File: config.mk
export PLATFORM = sky130hd
export DESIGN_NAME = serial_frame_rx
export DESIGN_NICKNAME = d
export VERILOG_FILES = /design/src/rtl/serial_frame_rx.sv
export SDC_FILE = /design/constraint.sdc
export NUM_CORES = 1
export LEC_CHECK = 0
export BUFFER_PORTS_ARGS = -buffer_cell sky130_fd_sc_hd__buf_2
export CAP_MARGIN = 20
export CORE_MARGIN = 2
export CORE_UTILIZATION = 48
export CTS_CLUSTER_DIAMETER = 150
export DETAILED_ROUTE_END_ITERATION = 8
export PLACE_DENSITY = 0.8
export SLEW_MARGIN = 20
export SYNTH_ARGS = -nofsm -noshare
export SYNTH_HDL_FRONTEND = slang
export SYNTH_SLANG_ARGS = --single-unit
File: constraint.sdc
create_clock -name clk -period 1.3 [get_ports clk]
set_input_delay 0.065 -clock clk [delete_from_list [all_inputs] [get_ports clk]]
set_output_delay 0.065 -clock clk [all_outputs]
set_load 0.005 [all_outputs]
File: src/rtl/serial_frame_rx.sv
// Serial frame receiver: start bit 0, DATA_BITS payload bits LSB first,
// stop bit 1, with din sampled only on bit_en strobes.
// Valid/ready semantics: there is no back-pressure. dout_valid (or frame_err)
// is a one-clock pulse that the consumer must take in the cycle it is high.
// dout holds the last good payload until the next good frame overwrites it.
module serial_frame_rx #(
  parameter int DATA_BITS = 8
) (
  input  logic                 clk,
  input  logic                 rst,
  input  logic                 din,
  input  logic                 bit_en,
  output logic [DATA_BITS-1:0] dout,
  output logic                 dout_valid,
  output logic                 frame_err,
  output logic                 busy,
  output logic [7:0]           frame_cnt,
  output logic [1:0]           dbg_state
);

  localparam int CNT_W = $clog2(DATA_BITS + 1);
  localparam logic [CNT_W-1:0] LAST_BIT = CNT_W'(DATA_BITS - 1);

  typedef enum logic [1:0] {
    IDLE      = 2'd0,
    DATA      = 2'd1,
    STOP      = 2'd2,
    WAIT_HIGH = 2'd3
  } state_t;

  state_t               state_q, state_d;
  logic [DATA_BITS-1:0] sreg_q, sreg_d;
  logic [CNT_W-1:0]     bit_cnt_q, bit_cnt_d;
  logic [DATA_BITS-1:0] dout_q, dout_d;
  logic                 dout_valid_q, dout_valid_d;
  logic                 frame_err_q, frame_err_d;
  logic                 busy_q, busy_d;
  logic [7:0]           frame_cnt_q, frame_cnt_d;

  // Next-state and output decode; strobe-free cycles only clear the pulses.
  always_comb begin
    state_d      = state_q;
    sreg_d       = sreg_q;
    bit_cnt_d    = bit_cnt_q;
    dout_d       = dout_q;
    dout_valid_d = 1'b0;
    frame_err_d  = 1'b0;
    frame_cnt_d  = frame_cnt_q;
    case (state_q)
      IDLE: begin
        if (bit_en && !din) begin
          state_d   = DATA;
          bit_cnt_d = '0;
        end
      end
      DATA: begin
        if (bit_en) begin
          sreg_d    = {din, sreg_q[DATA_BITS-1:1]};
          bit_cnt_d = bit_cnt_q + CNT_W'(1);
          if (bit_cnt_q == LAST_BIT) begin
            state_d = STOP;
          end
        end
      end
      STOP: begin
        if (bit_en) begin
          if (din) begin
            dout_d       = sreg_q;
            dout_valid_d = 1'b1;
            frame_cnt_d  = frame_cnt_q + 8'd1;
            state_d      = IDLE;
          end else begin
            frame_err_d = 1'b1;
            state_d     = WAIT_HIGH;
          end
        end
      end
      WAIT_HIGH: begin
        // Line must return high before a new start bit can be trusted.
        if (bit_en && din) begin
          state_d = IDLE;
        end
      end
      default: state_d = IDLE;
    endcase
    busy_d = (state_d == DATA) || (state_d == STOP);
  end

  // State and output registers; reset overrides any strobe.
  always_ff @(posedge clk) begin
    if (rst) begin
      state_q      <= IDLE;
      sreg_q       <= '0;
      bit_cnt_q    <= '0;
      dout_q       <= '0;
      dout_valid_q <= 1'b0;
      frame_err_q  <= 1'b0;
      busy_q       <= 1'b0;
      frame_cnt_q  <= 8'd0;
    end else begin
      state_q      <= state_d;
      sreg_q       <= sreg_d;
      bit_cnt_q    <= bit_cnt_d;
      dout_q       <= dout_d;
      dout_valid_q <= dout_valid_d;
      frame_err_q  <= frame_err_d;
      busy_q       <= busy_d;
      frame_cnt_q  <= frame_cnt_d;
    end
  end

  assign dout       = dout_q;
  assign dout_valid = dout_valid_q;
  assign frame_err  = frame_err_q;
  assign busy       = busy_q;
  assign frame_cnt  = frame_cnt_q;
  assign dbg_state  = state_q;

endmodule

Word level (Yosys, flattened, before mapping)

Index checks and enable logic that the tools add are counted.

Bitwise gates (word level): 2
Multiply operators: 0
Equality and inequality tests: 8
Div/mod/pow operators: 0
$lt $le $gt $ge: 0
Add/subtract/negate cells: 2
Reduce and logical (&&, ||, !) cells: 10
Shift operators: 0
Mux-type cells: 12

Operator list:

| kind                                                 | count |
|---|---|
| 2-to-1 mux 2 bit                                     | 6 |
| adder 8 x 1 -> 8 bit (second input constant)         | 1 |
| 2-to-1 mux 4 bit                                     | 2 |
| one-hot mux 2 bit (4 select lines)                   | 1 |
| one-hot mux 4 bit (2 select lines)                   | 1 |
| equality test 2 bit (second input constant)          | 3 |
| AND reduction 3 bit                                  | 2 |
| adder 4 x 1 -> 4 bit (second input constant)         | 1 |
| equality test 2 x 1 -> 1 bit (second input constant) | 2 |
| equality test 4 x 3 -> 1 bit (second input constant) | 1 |
| inequality test 2 bit (second input constant)        | 2 |
| OR reduction 3 bit                                   | 1 |
| logical AND 1 bit                                    | 2 |
| logical NOT 2 bit                                    | 1 |
| 2-to-1 mux 1 bit                                     | 2 |
| inverter 1 bit                                       | 2 |
| AND reduction 2 bit                                  | 1 |
| nonzero test 2 bit                                   | 1 |
| logical NOT 1 bit                                    | 1 |
| logical OR 1 bit                                     | 1 |

Input bits: 4
Output and inout port bits: 21
Bits in latches: 0
Bits in writable memories: 0
Register bits after elaboration: 33
Bits in read-only memories: 0
Memories kept: 0

Depth between registers and ports, before layout

Gate-level depths: netlist of the first run.

Word-level depth: 6
Depth in mapped cells: 6

Least setup slack after synthesis of the first run

OpenSTA, ideal clock, no wires.

Path kind: flip-flop to flip-flop
From: register state_q[1] (netlist: dbg_state[1])
To: register frame_cnt_q[7] (netlist: frame_cnt[7])
Cell stages (with the launch flop): 6
Path buffers: 2
Data required time: 1.165 ns
Data arrival time: 1.179 ns
Path slack: -0.014 ns
Cells stage by stage: dfxtp_1 buf_2 nand4b_2 buf_2 o311ai_0 o41ai_1

Word-level cells in the longest chain between the ends: 2

RTL lines:

| item                          | RTL line | text |
|---|---|---|
| start, declared               | 31       | `state_t state_q, state_d;` |
| start signal, assigned        | 101      | `state_q <= state_d;` |
| equality test 2 bit           | 49       | `case (state_q)` |
| AND reduction 3 bit (no line) | --       |  |
| end signal, assigned          | 108      | `frame_cnt_q <= frame_cnt_d;` |
| end, declared                 | 38       | `logic [7:0] frame_cnt_q, frame_cnt_d;` |

No other way between the ends.
A chain may end at the register's enable or synchronous reset.

Worst setup path after layout of the first run

From: register frame_cnt_q[3] (netlist: frame_cnt[3])
To: register frame_cnt_q[5] (netlist: frame_cnt[5])

Word-level cells in the longest chain between the ends: 1

RTL lines:

| item                 | RTL line | text |
|---|---|---|
| adder 8 x 1 -> 8 bit | 70       | `frame_cnt_d = frame_cnt_q + 8'd1;` |

No other way between the ends.

==> flow_metrics.py, run 1 <==
metrics = {
    "cts": {
        "clk_latency_ns": 0.34,
        "htree_levels": 2,
        "clk_pin_slew_worst_paths_ns": 0.09,
        "cts_tree": "done",
        "cts_buffers": 5,
        "clock-sinks": 33,
        "clk_path_buf_depth": 2,
        "cts_root_buffer": "clkbuf_4",
    },
    "yosys": {
        "ys_seq_area_share_pct": 49.1,
        "synth_seq_cells": 33,
        "netlist_area_mm2": 0.00135,
        "synth_top_area_share_pct": 49.1,
        "postSynthAreaPerCell_um2": 8.51,
        "yosysTopAreaCell": "dfxtp_1",
        "synthDistinctLibCells": 32,
        "ys_warn_count": 0,
        "synth_top_cells_by_area": "dfxtp_1, nand2_1, a21oi_1, buf_2, o31ai_1",
        "synth_fp_nets": 164,
        "syn_inst": 158,
    },
    "finish": {
        "utilization_pct": 62.1,
        "nets": 200,
        "diodes": 0,
        "drive_gt1_share_pct": 31.8,
        "stdcell_count": 226,
        "syn2layout_area_growth_pct": 25.2,
    },
    "worst_hold_path": {
        "hold_depth": 2,
        "worstHoldStart": "din",
        "hold_path.class": "in -> reg",
        "worstHoldEndpoint": "frame_err",
    },
    "detailed_routing": {
        "num_vias": 1241,
        "top_layer_used": "met4",
        "met3_length_um": 145,
        "drcViolationCount": 0,
        "ant_nets": 0,
        "dr.pass1.iters": 4,
        "wl_met1_mm": 1.18,
        "wl_met2_mm": 1.45,
        "drt-initial-drc-count": 73,
        "drt-total-wl_mm": 2.82,
        "avgViaCountPerCell": 5.49,
        "wl_per_cell_um": 12.5,
    },
    "worst_setup_path": {
        "crit_type": "reg -> reg",
        "crit_start": "frame_cnt[3]",
        "reg2reg_to": "frame_cnt[5]",
        "reg2reg_from": "frame_cnt[3]",
        "slowest_stage": "or4_4",
        "critPathLaunchType": "flip-flop",
        "critPathMaxFanout": 6,
        "crit_chain": "nand2_1 -> or4_4 -> a21oi_2",
        "cp.required_ns": 1.58,
        "rr_worst_depth": 3,
        "worst-r2r-setup-slack_ns": 0.03,
        "critPathMaxStageDelay_ns": 0.50,
        "endpoint_kind": "flip-flop",
        "cp.arrival_ns": 1.55,
    },
    "floorplanning": {
        "ioPinCount": 25,
        "design.die.area_mm2": 0.00324,
        "fp-row-count": 19,
        "die_x_um": 56.9,
        "die_h_um": 56.9,
        "start_util_pct": 49.6,
        "core_mm2": 0.00271,
    },
    "power_and_ir_drop": {
        "p_comb_share_pct": 6.1,
        "pwr-share-clk_pct": 32.7,
        "intPower_w": 0.00126,
        "seq_power_share_pct": 61.2,
        "p_leak_nw": 0.665,
        "power_switching_w": 0.000404,
        "switching_share_pct": 24.3,
        "ir_drop_mv": 0.717,
        "power_density_mw_per_mm2": 988,
    },
    "global_routing": {
        "grt_pass1_vias": 1094,
        "antenna_found_initial": 0,
        "grt_max_degree": 24,
        "grt_usage_pct": 18.9,
        "grt-ovfl-total": 0,
        "grt_pass1_wl_mm": 4.66,
    },
    "sta": {
        "setup_viol": 0,
        "rsz0062_at_grt": "yes",
        "fmax_ghz": 0.785,
        "maxSlewViolCount": 0,
        "fin_crit_ns": 1.27,
        "hold_viol_final": 0,
        "holdWs_ns": 0.0357,
        "period_share_pct": 98.0,
        "tightestPinTransition_ns": 0.376,
        "finalSetupTns_ns": 0,
        "relSlewSlack_pct": 74.7,
        "clock_skew_ns": 0.00847,
        "fin_ws_ns": 0.0265,
    },
    "placement": {
        "place.detailed.instances": 216,
        "port_buffers": 24,
        "gp_congestion": 0.814,
        "preCtsSetupSlack_ns": -0.0717,
        "place_hpwl_mm": 1.99,
    },
    "job": {
        "max-cap-violations": 0,
    },
    "status": {
        "outcome": "finished, final reports clean",
    },
}
-- synth_stat cells --
cell type and count:
a211oi_1 1, a21oi_1 27, a311oi_1 1, a32oi_1 1, and3b_1 1, and4b_1 1
buf_2 6, buf_4 1, clkbuf_1 3, dfxtp_1 33, ha_1 2, inv_1 3
nand2_1 38, nand2b_4 1, nand3_1 4, nand3b_4 1, nand4_1 1, nand4b_1 1
nand4b_2 1, nor2_1 5, nor2b_1 3, nor3b_1 1, nor4_1 1, o21ai_0 5
o21bai_1 1, o311ai_0 1, o31ai_1 4, o41ai_1 1, or2_2 1, or3_1 4
or4_1 3, xnor2_1 1
-- power by group through the flow --
stage	registers, W	clock network (W)	logic (W)
floorplan	0.00105	0	0.0000571
global placement	0.00104	0	0.0000916
detailed placement	0.00105	0	0.0000944
CTS	0.00102	0.000568	0.0000987
global route	0.00102	0.000602	0.000111
finish	0.00102	0.000544	0.000101
-- routing by layer --
layer	vias to the layer above	GRT usage [%]
met3	8	4.76
met4	0	11.0
met5	-	0
met2	28	32.8
li1	620	-
met1	585	20.7
-- what timing repair did --
item,in CTS,in global routing
hold buffers,1,0
endpoints found under the hold margin,3,0
setup buffers,0,1
pin swaps,0,1
gates resized for setup,4,14
setup endpoints to repair,3,10
-- worst max-delay path: cells and delay by family (launching register included) --
kind            cells  cell delay (ns)
flops               1             0.43
simple gates        2             0.65
compound gates      1             0.14
-- area by class of cell --
| type | instances | area, um2 |
|---|---|---|
| fill | 248 | 1030 |
| timing repair buffer | 39 | 239 |
| sequential | 33 | 673 |
| inverter | 3 | 11.3 |
| tap | 31 | 38.8 |
| multi-input combinational | 112 | 671 |
| clock inverter | 2 | 10.0 |
| clock buffer | 6 | 41.3 |
-- logic make-up after synthesis --
kind of cell               share of synthesized area (%)
AOI/OAI and AO/OA                                   17.9
xor gates and xnor gates                           0.651
adders and majority gates                           1.86
buffers and inverters                               4.47
DFF                                                 49.1
and+or+nand+nor                                     26.0
-- cells in the final DEF, fill, tap and decap left out, types with 3 or more instances in the layout --
| cell type | netlist | routed |
|---|---|---|
| a21oi_1 | 27 | 25 |
| buf_2 | 6 | 24 |
| buf_4 | 1 | 13 |
| clkbuf_4 | 0 | 5 |
| dfxtp_1 | 33 | 27 |
| dfxtp_2 | 0 | 4 |
| inv_1 | 3 | 3 |
| nand2_1 | 38 | 38 |
| nor2_1 | 5 | 5 |
| nor2b_1 | 3 | 3 |
| o21ai_0 | 5 | 5 |
| o31ai_1 | 4 | 4 |
| or3_1 | 4 | 4 |
-- worst max path at each step --
stage | endpoint | slack (ns) | cells after the start
4_1_cts | frame_cnt[6] | 0.004 | 4
2_1_floorplan | frame_cnt[7] | 0.02 | 5
3_5_place_dp | frame_cnt[6] | -0.07 | 3
3_3_place_gp | frame_cnt[6] | -0.03 | 3
6_report | frame_cnt[5] | 0.03 | 3
5_1_grt | frame_cnt[6] | -0.03 | 3
-- metrics by stage --
stage / cell area [um2] / total power, W
after floorplan: 1350 / 0.00110
after global placement: 1550 / 0.00114
after detailed placement: 1550 / 0.00114
after CTS: 1630 / 0.00169
after global routing: 1680 / 0.00173
final: 1680 / 0.00166
-- state kept, by name, summed over array words and instances (netlist names) --
register    count
frame_cnt       8
dbg_state       2
dout_valid      1
dout            8
busy            1
frame_err       1
bit_cnt_q       4
sreg_q          8
(Power assumes the default switching activity.)
==> run 2: changes to the inputs <==
ABC_AREA = 1   (was unset)
clock period = 1.1 ns   (was 1.3 ns; I/O delays follow)
==> run 2 against run 1 <==
Largest power group unchanged. Sequential share of layout area is 4.7 points lower. The flow now finishes with violations (negative setup slack). Die area is 3.3% higher. Cell count is 17% higher. Critical path depth is 4 higher. Wire length is 22% higher. Total power is 40% higher. Sequential power is 20% higher.
==> flow_metrics.py, run 2 <==
metrics = {
    "job": {
        "max-cap-violations": 0,
    },
    "sta": {
        "clock_skew_ns": 0.00815,
        "maxSlewViolCount": 0,
        "relSlewSlack_pct": 81.4,
        "fmax_ghz": 0.791,
        "period_share_pct": 115,
        "fin_ws_ns": -0.165,
        "setup_viol": 12,
        "rsz0062_at_grt": "yes",
        "fin_crit_ns": 1.26,
        "hold_viol_final": 0,
        "tightestPinTransition_ns": 0.279,
    },
    "floorplanning": {
        "start_util_pct": 50.5,
        "die_x_um": 57.9,
        "ioPinCount": 25,
        "core_mm2": 0.00276,
        "design.die.area_mm2": 0.00335,
        "fp-row-count": 19,
        "die_h_um": 57.9,
    },
    "finish": {
        "diodes": 0,
        "layout_commonest_cell": "nand2_1",
        "most-common-layout-cells": "nand2_1, dfxtp_1, nor2_1, buf_2, buf_4",
        "syn2layout_area_growth_pct": 38.4,
        "final_area_mm2": 0.00193,
        "drive_gt1_share_pct": 37.6,
        "nets": 239,
    },
    "worst_setup_path": {
        "critPathMaxFanout": 5,
        "cp.required_ns": 1.39,
        "critPathMaxStageDelay_ns": 0.38,
        "rr_worst_depth": 7,
        "slowest_stage": "dfxtp_4",
        "cpLargestDelayFamily": "simple AND/OR/NAND/NOR gates",
        "worst-r2r-setup-slack_ns": -0.16,
        "critPathLaunchType": "flip-flop",
        "endpoint_kind": "flip-flop",
        "crit_type": "reg -> reg",
        "crit_chain": "inv_1 -> nand3_2 -> nor2_2 -> nor2_1 -> nor2_1 -> nand3_1 -> nand2_1",
        "path_depth": 7,
        "cp.arrival_ns": 1.55,
        "crit_buf_inv": 1,
        "crit_path_frequent_cell": "nor2_1",
    },
    "yosys": {
        "synth_seq_cells": 33,
        "synth_fp_nets": 186,
        "synth_edf_count": 0,
        "yosysMostFrequentCell": "dfxtp_1",
        "ys_warn_count": 0,
        "synthDistinctLibCells": 26,
        "ys_async_sr_fraction_pct": 0,
        "yosysTopAreaCell": "dfxtp_1",
        "synth_top_cells_by_area": "dfxtp_1, nand2_1, nor2_1, a21oi_1, o21ai_0",
        "postSynthAreaPerCell_um2": 7.74,
        "synth_common_cells": "dfxtp_1, nand2_1, nor2_1",
        "synth_top_flop_cell": "dfxtp_1",
        "ys_seq_area_share_pct": 47.4,
        "netlist_area_mm2": 0.00139,
        "synth_top_area_share_pct": 47.4,
        "syn_inst": 180,
    },
    "detailed_routing": {
        "num_vias": 1369,
        "drt-initial-drc-count": 79,
        "dr.pass1.iters": 4,
        "drcViolationCount": 0,
        "avgViaCountPerCell": 5.17,
        "ant_nets": 0,
        "drt-total-wl_mm": 3.43,
        "wl_per_cell_um": 13.0,
    },
    "cts": {
        "htree_levels": 2,
        "cts_buffers": 5,
        "clk_latency_ns": 0.34,
        "clock-sinks": 33,
        "cts_tree": "done",
        "clk_pin_slew_worst_paths_ns": 0.10,
        "clk_path_buf_depth": 2,
        "cts_root_buffer": "clkbuf_4",
    },
    "power_and_ir_drop": {
        "intPower_w": 0.00181,
        "pwr-share-clk_pct": 40.8,
        "switching_share_pct": 22.1,
        "power_switching_w": 0.000513,
        "p_leak_nw": 0.900,
        "power_density_mw_per_mm2": 1210,
        "p_comb_share_pct": 6.6,
        "seq_power_share_pct": 52.6,
        "ir_drop_mv": 1.40,
    },
    "global_routing": {
        "grt_max_degree": 20,
        "grt-ovfl-total": 0,
        "antenna_found_initial": 0,
        "grt_pass1_wl_mm": 5.16,
        "grt_usage_pct": 20.2,
        "grt_pass1_vias": 1199,
    },
    "worst_hold_path": {
        "hold_depth": 2,
        "hold_path.class": "in -> reg",
    },
    "placement": {
        "port_buffers": 24,
        "gp_congestion": 0.841,
        "preCtsSetupSlack_ns": -0.0705,
        "place_hpwl_mm": 2.04,
        "place_area_mm2": 0.00165,
    },
    "status": {
        "outcome": "finished, violations left",
        "violations": "negative setup slack",
    },
}
==> run 2: layout make-up <==
class                      count  area (um2)
multi-input combinational    124         693
timing repair buffer          51         349
clock buffer                   7        55.1
inverter                      18        81.3
tap                           31        38.8
clock inverter                 1        30.0
sequential                    33         679
fill                         216         831
==> run 2: power groups by stage <==
stage	logic, W	clock network (W)	registers, W
final	0.000154	0.000949	0.00122
after global routing	0.000171	0.00102	0.00122
after CTS	0.000144	0.000971	0.00122
after detailed placement	0.000128	0	0.00125
after global placement	0.000126	0	0.00125
after floorplan	0.0000745	0	0.00125
==> run 2: path summary, 6_finish.rpt <==
path / from / end
worst min-delay path: rst / frame_cnt[3]
worst max register to register: dbg_state[1] / busy
worst min register to register: sreg_q[0] / sreg_q[0]
worst max-delay path: dbg_state[1] / busy
==> run 2: repair_timing <==
item,4_1_cts,5_1_grt
setup endpoints to repair,20,31
gates cloned,0,0
hold endpoints to repair,2,0
pin swaps,5,16
resized for setup,13,26
setup buffers,2,4
hold buffers,4,0
==> run 2: cell families (layout without fill, tap and decap cells) <==
family	Yosys count	count (layout)	share of synthesized area, %
AND/OR/NAND/NOR	85	85	28.5
AO/OA/AOI/OAI	36	36	13.6
flip-flops	33	33	47.4
buffers and inverters	23	77	8.09
adder cells (fa/ha/maj)	2	2	1.80
XOR/XNOR	1	1	0.629
==> run 2: metal layers <==
layer  routed length [um]  GRT usage (%)  share of wire [%]  vias to the layer above
li1                     -              -                  -                      689
met1                 1510           25.7                 44                      631
met2                 1680           31.8                 49                       40
met3                  162           5.80                4.7                        9
met4                   83           8.97                2.4                        0
met5                    0              0                  0                        -
==> run 2: stage by stage <==
| stage | cells | power (W) | setup TNS (ns) | hold slack (ns) | utilization (%) |
|---|---|---|---|---|---|
| 2_1_floorplan | 180 | 0.00132 | 0 | 0.132 | - |
| 3_3_place_gp | 247 | 0.00138 | -0.162 | 0.310 | 59.9 |
| 3_5_place_dp | 247 | 0.00138 | -0.443 | 0.312 | 59.9 |
| 4_1_cts | 261 | 0.00234 | -0.302 | -0.00982 | 65.8 |
| 5_1_grt | 265 | 0.00241 | -1.69 | 0.0143 | 69.9 |
| 6_report | 265 | 0.00232 | -0.623 | 0.00299 | 69.9 |
==> run 3: changes to the inputs <==
PLACE_DENSITY = 0.82   (was 0.8)
==> run 3 against run 2 <==
The run still ends with negative setup slack left. Sequential share of layout area is 0.66 points lower. Clock-buffer cell count is 1 lower. Wire length is 2.9% higher. Clock skew is 0.0044 ns lower. Via count is 1.8% higher. Global-route usage is 1.5 points higher. Register-to-register slack better by 0.11 ns. Critical endpoint is now frame_cnt[4]. Highest routed layer unchanged.
==> flow_metrics.py, run 3 (synthesis gave the netlist of run 2 again) <==
metrics = {
    "finish": {
        "most-common-layout-cells": "nand2_1, dfxtp_1, buf_2",
        "final_area_mm2": 0.00197,
        "diodes": 0,
        "syn2layout_area_growth_pct": 41.5,
        "n_fill_cell": 198,
        "layout_commonest_cell": "nand2_1",
        "regArea_um2": 682,
        "drive_gt1_share_pct": 44.2,
        "multi_input_area_um2": 743,
        "nets": 236,
    },
    "cts": {
        "cts_buffers": 5,
        "clk_latency_ns": 0.34,
        "cts_tree": "done",
        "htree_levels": 2,
        "clock-sinks": 33,
        "clk_path_buf_depth": 2,
        "clk_pin_slew_worst_paths_ns": 0.10,
        "cts_root_buffer": "clkbuf_4",
    },
    "detailed_routing": {
        "num_vias": 1393,
        "wl_per_cell_um": 13.5,
        "dr.pass1.iters": 4,
        "avgViaCountPerCell": 5.32,
        "drcViolationCount": 0,
        "drt-total-wl_mm": 3.54,
        "drt-initial-drc-count": 42,
        "ant_nets": 0,
    },
    "placement": {
        "gp_congestion": 0.846,
        "place_area_mm2": 0.00165,
        "preCtsSetupSlack_ns": -0.0750,
        "port_buffers": 24,
        "place_hpwl_mm": 2.06,
    },
    "sta": {
        "holdWs_ns": 0.0123,
        "fmax_ghz": 0.866,
        "tightestPinTransition_ns": 0.248,
        "fin_crit_ns": 1.15,
        "maxSlewViolCount": 0,
        "fin_ws_ns": -0.0544,
        "relSlewSlack_pct": 83.3,
        "period_share_pct": 105,
        "setup_viol": 13,
        "rsz0062_at_grt": "yes",
        "finalSetupTns_ns": -0.292,
        "clock_skew_ns": 0.00373,
        "hold_viol_final": 0,
    },
    "status": {
        "violations": "negative setup slack",
        "outcome": "finished, violations left",
    },
    "worst_setup_path": {
        "critPathLaunchType": "flip-flop",
        "crit_chain": "inv_4 -> nand2_4 -> nor2_8 -> buf_12 -> inv_2 -> nand2_1 -> a21oi_2",
        "cpLargestDelayFamily": "flip-flops",
        "cp.arrival_ns": 1.44,
        "crit_buf_inv": 3,
        "crit_type": "reg -> reg",
        "critPathMaxStageDelay_ns": 0.41,
        "cp.required_ns": 1.39,
        "endpoint_kind": "flip-flop",
        "slowest_stage": "dfxtp_4",
        "critPathMaxFanout": 7,
    },
    "worst_hold_path": {
        "hold_path.class": "in -> reg",
    },
    "floorplanning": {
        "ioPinCount": 25,
        "design.die.area_mm2": 0.00335,
        "start_util_pct": 50.5,
        "core_mm2": 0.00276,
        "die_x_um": 57.9,
        "die_h_um": 57.9,
        "fp-row-count": 19,
    },
    "power_and_ir_drop": {
        "p_leak_nw": 0.889,
        "ir_drop_mv": 1.22,
        "total_power_w": 0.00236,
        "power_density_mw_per_mm2": 1200,
    },
    "global_routing": {
        "antenna_found_initial": 0,
        "grt_pass1_wl_mm": 5.60,
        "grt_pass1_vias": 1271,
        "grt_usage_pct": 21.6,
        "grt_max_degree": 20,
        "grt-ovfl-total": 0,
    },
    "job": {
        "max-cap-violations": 0,
    },
}
[run 3: cell types whose count changed in the layout (fill, tap and decap cells not counted), moves of 3 or more]
cell / change
a21oi_1: -3
o21ai_2: +5
o21ai_0: -6
nor2_2: +3
a21oi_2: +3
inv_2: +3
buf_4: -4
[run 3: per-layer routing]
layer | share of wire [%] | vias up | track usage [%] | wire length, um
met4 | 2.8 | 0 | 7.31 | 99
met5 | 0 | - | 0 | 0
li1 | - | 684 | - | -
met3 | 5.1 | 11 | 6.03 | 180
met1 | 43 | 659 | 27.1 | 1520
met2 | 49 | 39 | 35.9 | 1740
[run 3: final cells by class]
cell class	instances	share of cell area, %
Clock buffer	6	2.60
Sequential cell	33	34.6
Tap cell	31	1.97
Inverter	18	4.25
Clock inverter	2	1.90
Multi-Input combinational cell	124	37.7
Timing Repair inverter	1	0.190
Timing Repair Buffer	47	16.8
[run 3: worst register-to-register path: cells and delay by family, from the launching register on]
family / cells / cell delay, ns
compound gates: 1 / 0.14
buf+inv: 3 / 0.32
simple gates: 3 / 0.22
flops: 1 / 0.41
[run 3: power by group]
part | internal [W] | total (W) | switching, W
logic | 0.0000665 | 0.000159 | 0.0000921
registers | 0.00120 | 0.00122 | 0.0000165
clock network | 0.000540 | 0.000980 | 0.000440
total | 0.00181 | 0.00236 | 0.000548
[run 3: final timing paths]
| kind | start | endpoint | slack (ns) | depth (start not counted) |
|---|---|---|---|---|
| setup reg to reg | dbg_state[0] | frame_cnt[4] | -0.05 | 7 |
| hold / removal | din | sreg_q[7] | 0.01 | 3 |
| setup / recovery | dbg_state[0] | frame_cnt[4] | -0.05 | 7 |
| hold reg to reg | sreg_q[0] | sreg_q[0] | 0.47 | 2 |
[run 3: per-stage QoR]
step                cells  util [%]
floorplan             180         -
global placement      247      59.9
detailed placement    247      59.9
CTS                   261      68.0
global route          262      71.5
finish                262      71.5
[run 3: what timing repair did]
item                                   CTS  global route
pin swaps                               11            18
setup endpoints to repair               23            27
buffers inserted                         3             1
hold buffers                             2             0
resized for setup                       36            27
endpoints found under the hold margin    4             0
gates cloned                             1             0
